<file path="config.mk">
export PLATFORM = sky130hd
export DESIGN_NAME = lut_ff_mux_seq_ctrl
export DESIGN_NICKNAME = d
export VERILOG_FILES = /design/src/rtl/lut_ff_mux_seq_pkg.sv /design/src/rtl/lut_ff_mux_lfsr16.sv /design/src/rtl/lut_ff_mux_seq_ctrl.sv
export SDC_FILE = /design/constraint.sdc
export NUM_CORES = 1
export LEC_CHECK = 0
export BUFFER_PORTS_ARGS = -buffer_cell sky130_fd_sc_hd__buf_4
export CAP_MARGIN = 25
export CORE_MARGIN = 2
export CORE_UTILIZATION = 63
export CTS_CLUSTER_DIAMETER = 150
export DETAILED_ROUTE_END_ITERATION = 8
export GPL_TIMING_DRIVEN = 0
export MAX_ROUTING_LAYER = met4
export PLACE_DENSITY = 0.92
export REMOVE_ABC_BUFFERS = 1
export SLEW_MARGIN = 25
export SYNTH_ARGS = -nofsm -noshare
export SYNTH_HDL_FRONTEND = slang
export SYNTH_SLANG_ARGS = --single-unit
</file>
<file path="constraint.sdc">
create_clock -name clk -period 4.1 [get_ports clk]
set_input_delay 0.205 -clock clk [delete_from_list [all_inputs] [get_ports clk]]
set_output_delay 0.205 -clock clk [all_outputs]
set_load 0.01 [all_outputs]
</file>
<file path="src/rtl/lut_ff_mux_seq_pkg.sv">
// Shared types and constants for the lut_ff_mux self-checking sequencer:
// FSM encoding, directed stimulus table and the LFSR step function.
package lut_ff_mux_seq_pkg;

  typedef enum logic [2:0] {
    S_IDLE,
    S_RST,
    S_APPLY,
    S_SETTLE,
    S_CHECK,
    S_DONE
  } state_t;

  localparam int          NUM_DIRECTED = 4;
  localparam logic [15:0] LFSR_TAPS    = 16'hB400;

  // Each entry is {in[3:0], mux_sel}; entry 0 sits in the low bits.
  localparam logic [NUM_DIRECTED-1:0][4:0] DIRECTED_VECS = {
    5'b0001_1,
    5'b0001_0,
    5'b0100_1,
    5'b0100_0
  };

  // Right-shifting Galois form of x^16+x^14+x^13+x^11+1.
  function automatic logic [15:0] lfsr_step(input logic [15:0] s);
    return {1'b0, s[15:1]} ^ (s[0] ? LFSR_TAPS : 16'h0000);
  endfunction

endpackage

</file>
<file path="src/rtl/lut_ff_mux_lfsr16.sv">
// 16-bit Galois LFSR: reloads the seed on reset or load, steps on advance.
module lut_ff_mux_lfsr16
  import lut_ff_mux_seq_pkg::*;
#(
  parameter logic [15:0] SEED = 16'hACE1
) (
  input  logic        clk,
  input  logic        rst,
  input  logic        load,
  input  logic        advance,
  output logic [15:0] value
);

  always_ff @(posedge clk or negedge rst) begin
    if (!rst) begin
      value <= SEED;
    end else if (load) begin
      value <= SEED;
    end else if (advance) begin
      value <= lfsr_step(value);
    end
  end

endmodule

</file>
<file path="src/rtl/lut_ff_mux_seq_ctrl.sv">
// Sequencer driving a golden lut_ff_mux and its netlist in lockstep: reset
// check, directed vectors, then LFSR vectors, counting Q disagreements.
module lut_ff_mux_seq_ctrl
  import lut_ff_mux_seq_pkg::*;
#(
  parameter int          RST_CYCLES    = 2,
  parameter int          SETTLE_CYCLES = 1,
  parameter int          CNT_W         = 16,
  parameter logic [15:0] LFSR_SEED     = 16'hACE1
) (
  input  logic             clk,
  input  logic             rst,
  input  logic             start,
  input  logic             abort,
  input  logic [CNT_W-1:0] num_rand,
  output logic             dut_rst,
  output logic [3:0]       dut_in,
  output logic             dut_mux_sel,
  input  logic             q_golden,
  input  logic             q_netlist,
  output logic             busy,
  output logic             done,
  output logic             pass,
  output logic [CNT_W-1:0] vec_cnt,
  output logic [CNT_W-1:0] mismatch_cnt
);

  state_t           state;
  logic [3:0]       cyc_cnt;
  logic [CNT_W:0]   remaining;   // vectors still to apply after the current check
  logic [2:0]       dir_idx;
  logic [15:0]      lfsr_value;
  logic [15:0]      lfsr_next;
  logic             chk_fail;
  logic [CNT_W-1:0] mismatch_inc;
  logic             start_ok;
  logic             abort_ok;
  logic             more_vecs;
  logic             take_rand;

  // X or Z on either Q is a failure even when both sides agree on it.
  assign chk_fail = (q_golden !== q_netlist)
                 || (q_golden  !== 1'b0 && q_golden  !== 1'b1)
                 || (q_netlist !== 1'b0 && q_netlist !== 1'b1);

  assign mismatch_inc = (mismatch_cnt == '1) ? mismatch_cnt : mismatch_cnt + 1'b1;
  assign abort_ok     = abort && (state != S_IDLE);
  assign start_ok     = start && !abort && (state == S_IDLE || state == S_DONE);
  assign more_vecs    = (remaining != '0);
  assign take_rand    = (state == S_CHECK) && !abort && more_vecs
                     && (dir_idx == 3'(NUM_DIRECTED));
  assign lfsr_next    = lfsr_step(lfsr_value);

  lut_ff_mux_lfsr16 #(
    .SEED(LFSR_SEED)
  ) u_lfsr (
    .clk    (clk),
    .rst    (rst),
    .load   (start_ok),
    .advance(take_rand),
    .value  (lfsr_value)
  );

  // NOTE: non-blocking assignments here so every register samples pre-edge values.
  always_ff @(posedge clk or negedge rst) begin
    if (!rst) begin
      state        <= S_IDLE;
      cyc_cnt      <= '0;
      remaining    <= '0;
      dir_idx      <= '0;
      dut_rst      <= 1'b1;
      dut_in       <= '0;
      dut_mux_sel  <= 1'b0;
      busy         <= 1'b0;
      done         <= 1'b0;
      pass         <= 1'b0;
      vec_cnt      <= '0;
      mismatch_cnt <= '0;
    end else if (abort_ok) begin
      state   <= S_IDLE;
      dut_rst <= 1'b1;
      busy    <= 1'b0;
      done    <= 1'b0;
      pass    <= 1'b0;
    end else if (start_ok) begin
      state        <= S_RST;
      cyc_cnt      <= 4'(RST_CYCLES - 1);
      remaining    <= {1'b0, num_rand} + (CNT_W+1)'(NUM_DIRECTED);
      dir_idx      <= '0;
      dut_rst      <= 1'b1;
      dut_in       <= '0;
      dut_mux_sel  <= 1'b0;
      busy         <= 1'b1;
      done         <= 1'b0;
      pass         <= 1'b0;
      vec_cnt      <= '0;
      mismatch_cnt <= '0;
    end else begin
      case (state)
        S_RST: begin
          if (cyc_cnt == '0) state <= S_CHECK;
          else               cyc_cnt <= cyc_cnt - 1'b1;
        end
        S_APPLY: begin
          if (SETTLE_CYCLES == 0) begin
            state <= S_CHECK;
          end else begin
            state   <= S_SETTLE;
            cyc_cnt <= 4'(SETTLE_CYCLES - 1);
          end
        end
        S_SETTLE: begin
          if (cyc_cnt == '0) state <= S_CHECK;
          else               cyc_cnt <= cyc_cnt - 1'b1;
        end
        S_CHECK: begin
          vec_cnt <= vec_cnt + 1'b1;
          if (chk_fail) mismatch_cnt <= mismatch_inc;
          if (!more_vecs) begin
            state <= S_DONE;
            busy  <= 1'b0;
            done  <= 1'b1;
            pass  <= !chk_fail && (mismatch_cnt == '0);
          end else begin
            state     <= S_APPLY;
            remaining <= remaining - 1'b1;
            dut_rst   <= 1'b0;
            if (dir_idx < 3'(NUM_DIRECTED)) begin
              {dut_in, dut_mux_sel} <= DIRECTED_VECS[dir_idx[1:0]];
              dir_idx               <= dir_idx + 1'b1;
            end else begin
              {dut_in, dut_mux_sel} <= {lfsr_next[3:0], lfsr_next[4]};
            end
          end
        end
        default: ;
      endcase
    end
  end

endmodule

</file>
==> results of run 1 <==
timing repair:
item                                   CTS  global route
endpoints found under the hold margin    0            75
hold buffers                             0             1
resized for setup                        0             0
registers in the layout (all words and copies together) (netlist names), 3 cells and up:
| name | flops |
|---|---|
| state | 3 |
| u_lfsr.value | 16 |
| vec_cnt | 16 |
| dir_idx | 3 |
| mismatch_cnt | 16 |
| cyc_cnt | 4 |
| remaining | 17 |
| dut_in | 4 |
power groups by stage:
stage	clock network, W	registers [W]	logic, W
2_1_floorplan	0	0.00120	0.000579
3_3_place_gp	0	0.00122	0.000798
3_5_place_dp	0	0.00123	0.000860
4_1_cts	0.000637	0.00122	0.000880
5_1_grt	0.000667	0.00126	0.000986
6_report	0.000632	0.00123	0.000886
through the flow:
step                power (W)  cells  instance area, um^2  TNS (ns)
floorplan             0.00178    498                 4690    -0.885
global placement      0.00201    659                 5280    -87.48
detailed placement    0.00209    664                 5340         0
CTS                   0.00274    680                 5550         0
global route          0.00291    681                 5570         0
finish                0.00275    681                 5570         0
worst max-delay path by stage:
stage                            to  slack [ns]  depth (start not counted)
finish              mismatch_cnt[0]        1.44                          7
global route        mismatch_cnt[0]        1.31                          7
CTS                        state[1]        1.32                          4
detailed placement         state[1]        1.42                          4
global placement    mismatch_cnt[0]       -1.82                          5
floorplan           mismatch_cnt[0]       -0.27                          5
per-layer routing:
| layer | vias up | part of all wire, % |
|---|---|---|
| met3 | 30 | 5.5 |
| met2 | 168 | 50 |
| met4 | 0 | 2.7 |
| met1 | 2110 | 41 |
| li1 | 1996 | - |
| met5 | - | 0 |
placed cells by master (no fill, tap or decap), types with 6 or more instances in the layout:
master	instances
dfrtp_1	75
buf_4	63
nand2_1	61
nor2_1	43
a21oi_1	35
nand3_1	28
xor2_1	24
nand4_1	21
nor3_1	18
inv_1	16
xnor2_1	14
o21ai_0	13
or4_1	12
clkbuf_8	11
nor4_1	10
ha_1	10
o31ai_1	9
dfstp_2	9
mux2i_1	8
o211ai_1	8
nor2b_1	6
and2_1	6
cell type report:
class,count,area [um^2]
fill,491,1760
clock buffer,11,151
multi-input combinational,398,2530
inverter,16,60.1
timing repair buffer,68,528
tap,99,124
clock inverter,5,60.1
sequential,84,2110
worst max-delay path, cell delays in order, from the launching register on:
cell	delay (ns)
dfrtp_1	0.57
nor2b_1	0.31
nor4_4	0.64
buf_6	0.24
buf_6	0.16
a21oi_1	0.05
or2_2	0.30
mux2_2	0.27
kinds of logic (layout without fill, tap and decap cells):
logic type / Yosys count / in the layout / share of synthesized area [%]
AO/OA/AOI/OAI: 91 / 91 / 11.9
XOR/XNOR: 38 / 38 / 6.91
adder cells (fa/ha/maj): 12 / 12 / 3.01
buffers and inverters: 38 / 100 / 3.82
flip-flops: 84 / 84 / 43.9
multiplexers: 9 / 9 / 1.90
AND/OR/NAND/NOR: 248 / 248 / 28.6
==> flow_metrics.py, run 1 <==
metrics = {
    "clock_network": {
        "numClockSinks": 84,
        "cts_root_buf": "clkbuf_8",
        "insertion_delay_ns": 0.37,
        "h-tree-depth": 3,
        "clockBufferDepth": 2,
        "cts_made_buffers": 9,
        "post-cts-setup-buffers": 0,
        "clkTransAtPathRegs_ns": 0.09,
        "cts_tree": "built",
    },
    "setup_path": {
        "crit_path_end_kind": "flop",
        "cp.required_ns": 4.36,
        "arrival_ns": 2.92,
        "worstRegToRegCells": 7,
        "criticalPathCategory": "flop to flop",
        "rr_startpoint": "state[0]",
        "crit_fanout": 15,
        "r2r_end": "mismatch_cnt[0]",
        "start_kind": "flop",
        "r2r_slack_ns": 1.44,
        "startpoint": "state[0]",
    },
    "die": {
        "die_y_um": 91.5,
        "die_w_um": 91.5,
        "num_rows": 31,
        "ios": 63,
        "dieArea_um2": 8360,
        "initial_core_util_pct": 65.7,
        "design.core.area_um2": 7330,
    },
    "placed_design": {
        "dp_slack_ns": 1.42,
        "gp_congestion": 0.829,
        "io_buffers": 62,
        "dp_hpwl_mm": 7.80,
    },
    "layout": {
        "final_util_pct": 76.0,
        "layout-drive-gt1-share_pct": 19.9,
        "nNetsFinal": 609,
        "syn_to_final_growth_pct": 15.6,
        "antenna_cells": 0,
    },
    "detailed_routing": {
        "drt-initial-drc-count": 356,
        "drc": 0,
        "num_vias": 4304,
        "wirelength_mm": 11.3,
        "ant_nets": 0,
        "firstDrtPassIters": 5,
        "drt-wirelength-per-cell_um": 16.6,
        "viasPerCell": 6.32,
    },
    "hold_path": {
        "min_to": "remaining[2]",
        "hp-start": "num_rand[2]",
        "hold_depth": 2,
        "min_path_type": "primary input to flop",
    },
    "power_and_ir_drop": {
        "ir_drop_v": 0.000376,
        "pwr-share-clk_pct": 23.0,
        "p_per_area_nw_per_um2": 494,
        "sw_frac_of_total_pct": 38.7,
        "combPwrFrac_pct": 32.2,
        "power_switching_w": 0.00106,
        "leakage_nw": 2.35,
        "pwr-share-seq_pct": 44.8,
        "p_int_w": 0.00169,
    },
    "synth": {
        "synth-seq-area-share_pct": 43.9,
        "yosys_most_used_dff": "dfrtp_1",
        "syn_inst": 520,
        "synthArstFlopShare_pct": 100,
        "synth_edf_count": 0,
        "synth_top_cell_by_area": "dfrtp_1",
        "syn-cell-area_um2": 4820,
        "synthTopCellsByArea": "dfrtp_1 (39%), dfstp_2 (4.9%), nand2_1 (4.8%)",
        "synth.distinct_cells": 63,
        "yosys_warnings": 0,
        "ys_seq_elements": 84,
        "synth_top_area_share_pct": 39.0,
        "yosysMostFrequentCell": "dfrtp_1",
        "postSynthAreaPerCell_um2": 9.27,
        "synth_common_cells": "dfrtp_1 (75), nand2_1 (61), nor2_1 (43)",
    },
    "sta": {
        "tightestPinTransition_ns": 0.781,
        "rsz0062_at_grt": "false",
        "clock_skew_ns": 0.00618,
        "maxSlewViolCount": 0,
        "maxSlewHeadroom_pct": 47.8,
        "fin_crit_sh_pct": 64.9,
        "holdWs_ns": 0.0182,
        "setup_viol_count_final": 0,
        "setup_ws_ns": 1.44,
        "fmax_mhz": 376,
        "hold_violations": 0,
        "period_minus_slack_ns": 2.66,
    },
    "global_routing": {
        "grt_pass1_wl_mm": 19.2,
        "use_met1_pct": 35.2,
        "use_met2_pct": 47.4,
        "grt.busiest_layer": "met2",
        "grt_overflow_total": 0,
        "grt_max_degree": 85,
        "grt_pass1_vias": 4210,
        "grt.total_usage_pct": 29.2,
        "antenna_found_initial": 0,
        "gr-usage-met3_pct": 5.39,
    },
    "run_status": {
        "outcome": "finished, final reports clean",
    },
    "run": {
        "max_cap_viol_count": 0,
    },
}
Power figures use the tool's default switching activity.
==> inputs of run 2 (changes only) <==
--- a/config.mk
+++ b/config.mk
@@ -5,15 +5,16 @@
 export SDC_FILE = /design/constraint.sdc
 export NUM_CORES = 1
 export LEC_CHECK = 0
+export ABC_AREA = 1
 export BUFFER_PORTS_ARGS = -buffer_cell sky130_fd_sc_hd__buf_4
 export CAP_MARGIN = 25
 export CORE_MARGIN = 2
-export CORE_UTILIZATION = 63
+export CORE_UTILIZATION = 54
 export CTS_CLUSTER_DIAMETER = 150
 export DETAILED_ROUTE_END_ITERATION = 8
 export GPL_TIMING_DRIVEN = 0
 export MAX_ROUTING_LAYER = met4
-export PLACE_DENSITY = 0.92
+export PLACE_DENSITY = 0.84
 export REMOVE_ABC_BUFFERS = 1
 export SLEW_MARGIN = 25
 export SYNTH_ARGS = -nofsm -noshare
==> constraint.sdc (replaced) <==
create_clock -name clk -period 2.21 [get_ports clk]
set_input_delay 0.1105 -clock clk [delete_from_list [all_inputs] [get_ports clk]]
set_output_delay 0.1105 -clock clk [all_outputs]
set_load 0.01 [all_outputs]
==> flow_metrics.py, run 2 <==
metrics = {
    "synth": {
        "synthTopCellsByArea": "dfrtp_1 (34%), nand2_1 (18%), nand3_1 (5.9%)",
        "synthMuxAreaShare_pct": 0,
        "synthArstFlopShare_pct": 100,
        "synth_edf_count": 0,
        "yosys.area_share.simple_pct": 40.3,
        "synth.distinct_cells": 39,
        "yosys_warnings": 0,
        "postSynthAreaPerCell_um2": 7.08,
        "synth_compound_area_share_pct": 6.96,
        "synth_common_cells": "nand2_1 (265), nor2_1 (77), dfrtp_1 (75)",
        "syn_inst": 776,
        "synth_top_cell_by_area": "dfrtp_1",
        "ys_seq_elements": 84,
        "syn-cell-area_um2": 5500,
        "yosys_most_used_dff": "dfrtp_1",
        "synth-seq-area-share_pct": 38.4,
        "synth_top_family_by_area": "simple AND/OR/NAND/NOR gates",
        "yosys.area_share.xor_xnor_pct": 3.98,
        "yosysMostFrequentCell": "nand2_1",
        "synth_top_area_share_pct": 34.1,
        "synthAdderAreaFrac_pct": 2.28,
    },
    "layout": {
        "layout_commonest_cell": "nand2_1",
        "nNetsFinal": 870,
        "regMostFlops": "remaining",
        "syn_to_final_growth_pct": 14.1,
        "fillers": 916,
        "antenna_cells": 0,
        "layout-drive-gt1-share_pct": 17.3,
        "final_util_pct": 63.9,
        "final_cell_mix": "nand2_1 (265), nor2_1 (77), dfrtp_1 (75), inv_1 (74)",
        "largest_reg_flops": 17,
        "stdcell_count": 976,
    },
    "setup_path": {
        "crit_fanout": 26,
        "start_kind": "flop",
        "arrival_ns": 2.25,
        "crit_path_end_kind": "flop",
        "criticalPathCategory": "flop to flop",
        "cp.required_ns": 2.48,
    },
    "clock_network": {
        "clockBufferDepth": 2,
        "cts_made_buffers": 9,
        "h-tree-depth": 3,
        "clkTransAtPathRegs_ns": 0.10,
        "cts_tree": "built",
        "numClockSinks": 84,
        "cts_root_buf": "clkbuf_8",
        "insertion_delay_ns": 0.37,
    },
    "power_and_ir_drop": {
        "power_switching_w": 0.00291,
        "ir_drop_v": 0.000486,
        "leakage_nw": 3.16,
        "total_power_w": 0.00636,
        "combPwrFrac_pct": 45.3,
        "sw_frac_of_total_pct": 45.7,
        "pwr-share-seq_pct": 38.6,
        "pwr-share-clk_pct": 16.1,
        "p_int_w": 0.00346,
        "p_per_area_nw_per_um2": 1010,
    },
    "placed_design": {
        "io_buffers": 62,
        "dp_slack_ns": -0.467,
        "dp_hpwl_mm": 8.56,
        "placed_cells": 953,
        "gp_congestion": 0.946,
    },
    "sta": {
        "period_minus_slack_ns": 1.98,
        "maxSlewViolCount": 0,
        "setup_ws_ns": 0.230,
        "hold_violations": 0,
        "fmax_mhz": 505,
        "fin_crit_sh_pct": 89.6,
        "tightestPinTransition_ns": 0.753,
        "maxSlewHeadroom_pct": 49.8,
        "clock_skew_ns": 0.0146,
        "setup_viol_count_final": 0,
        "rsz0062_at_grt": "false",
    },
    "hold_path": {
        "min_path_type": "primary input to flop",
    },
    "die": {
        "dieArea_um2": 11000,
        "die_w_um": 105,
        "ios": 63,
        "die_y_um": 105,
        "initial_core_util_pct": 56.0,
        "num_rows": 36,
        "design.core.area_um2": 9820,
    },
    "detailed_routing": {
        "ant_nets": 0,
        "drt-initial-drc-count": 319,
        "firstDrtPassIters": 5,
        "num_vias": 5186,
        "viasPerCell": 5.31,
        "drt-wirelength-per-cell_um": 13.3,
        "wirelength_mm": 13.0,
        "drc": 0,
    },
    "run_status": {
        "outcome": "finished, final reports clean",
    },
    "run": {
        "max_cap_viol_count": 0,
    },
    "global_routing": {
        "grt_pass1_vias": 4731,
        "grt_pass1_wl_mm": 21.7,
        "grt_max_degree": 85,
        "antenna_found_initial": 0,
        "grt_overflow_total": 0,
        "grt.total_usage_pct": 24.6,
    },
}
run 2: changes by cell type after synthesis, moves of 17 or more:
cell / delta
a21oi_1: -21
nor2_1: +34
nand3_1: +37
nand2_1: +204
inv_1: +58
nand2_2: +17
run 2: cell type report:
type	count	area, um^2	area share [%]
multi-input cells	595	2990	47.6
flip-flops and latches	84	2110	33.7
repair buffers	67	522	8.32
inverters	81	308	4.91
well taps	133	166	2.65
clock buffers	9	124	1.97
clock inverters	7	52.6	0.837
run 2: through the flow:
step	setup TNS, ns	hold slack [ns]	instance area, um^2
2_1_floorplan	0	-0.185	5360
3_3_place_gp	-11.96	0.366	5990
3_5_place_dp	-13.34	0.367	5990
4_1_cts	0	0.0548	6210
5_1_grt	0	0.0626	6270
6_report	0	0.0526	6270
run 2: what timing repair did:
item,CTS,global route
gates cloned,2,0
gates resized for setup,2,3
hold endpoints to repair,75,0
pin swaps,1,0
setup buffers,0,4
setup endpoints to repair,61,25
hold buffers,1,0
run 2: worst max-delay path: stages, from the launching register on:
cell and delay, ns:
dfrtp_1 0.44, ha_1 0.26, nand3_4 0.12, nor2_4 0.16, nand2_2 0.08, nor2_2 0.10
nand3_2 0.10, nand2_4 0.33, inv_2 0.13, nand2_1 0.09, nand2_1 0.05
run 2: cell families after synthesis:
logic type,after synthesis
buffers and inverters,99
AO/OA/AOI/OAI,64
AND/OR/NAND/NOR,494
XOR/XNOR,25
adder cells (fa/ha/maj),10
flip-flops,84
run 2: power groups by stage:
stage               clock [W]  combinational [W]  sequential, W
floorplan                   0            0.00197        0.00242
global placement            0            0.00267        0.00246
detailed placement          0            0.00275        0.00247
CTS                   0.00103            0.00282        0.00245
global route          0.00110            0.00328        0.00252
finish                0.00103            0.00288        0.00246
run 2: routing by layer:
metal	vias up	global-route usage (%)	part of all wire (%)
met5	-	-	0
met2	165	38.8	48
met3	21	3.31	5.7
met4	0	6.76	1.7
li1	2607	-	-
met1	2393	33.6	45
run 2: path summary, 6_finish.rpt:
path | endpoint | slack (ns) | start | cells after the start
max in group asynchronous | remaining[10] | 1.33 | rst | 2
min reg2reg | dut_rst | 0.47 | dut_rst | 2
max | mismatch_cnt[12] | 0.23 | mismatch_cnt[0] | 10
max reg2reg | mismatch_cnt[12] | 0.23 | mismatch_cnt[0] | 10
min in group asynchronous | cyc_cnt[2] | 0.35 | rst | 2
min | remaining[2] | 0.05 | num_rand[2] | 4
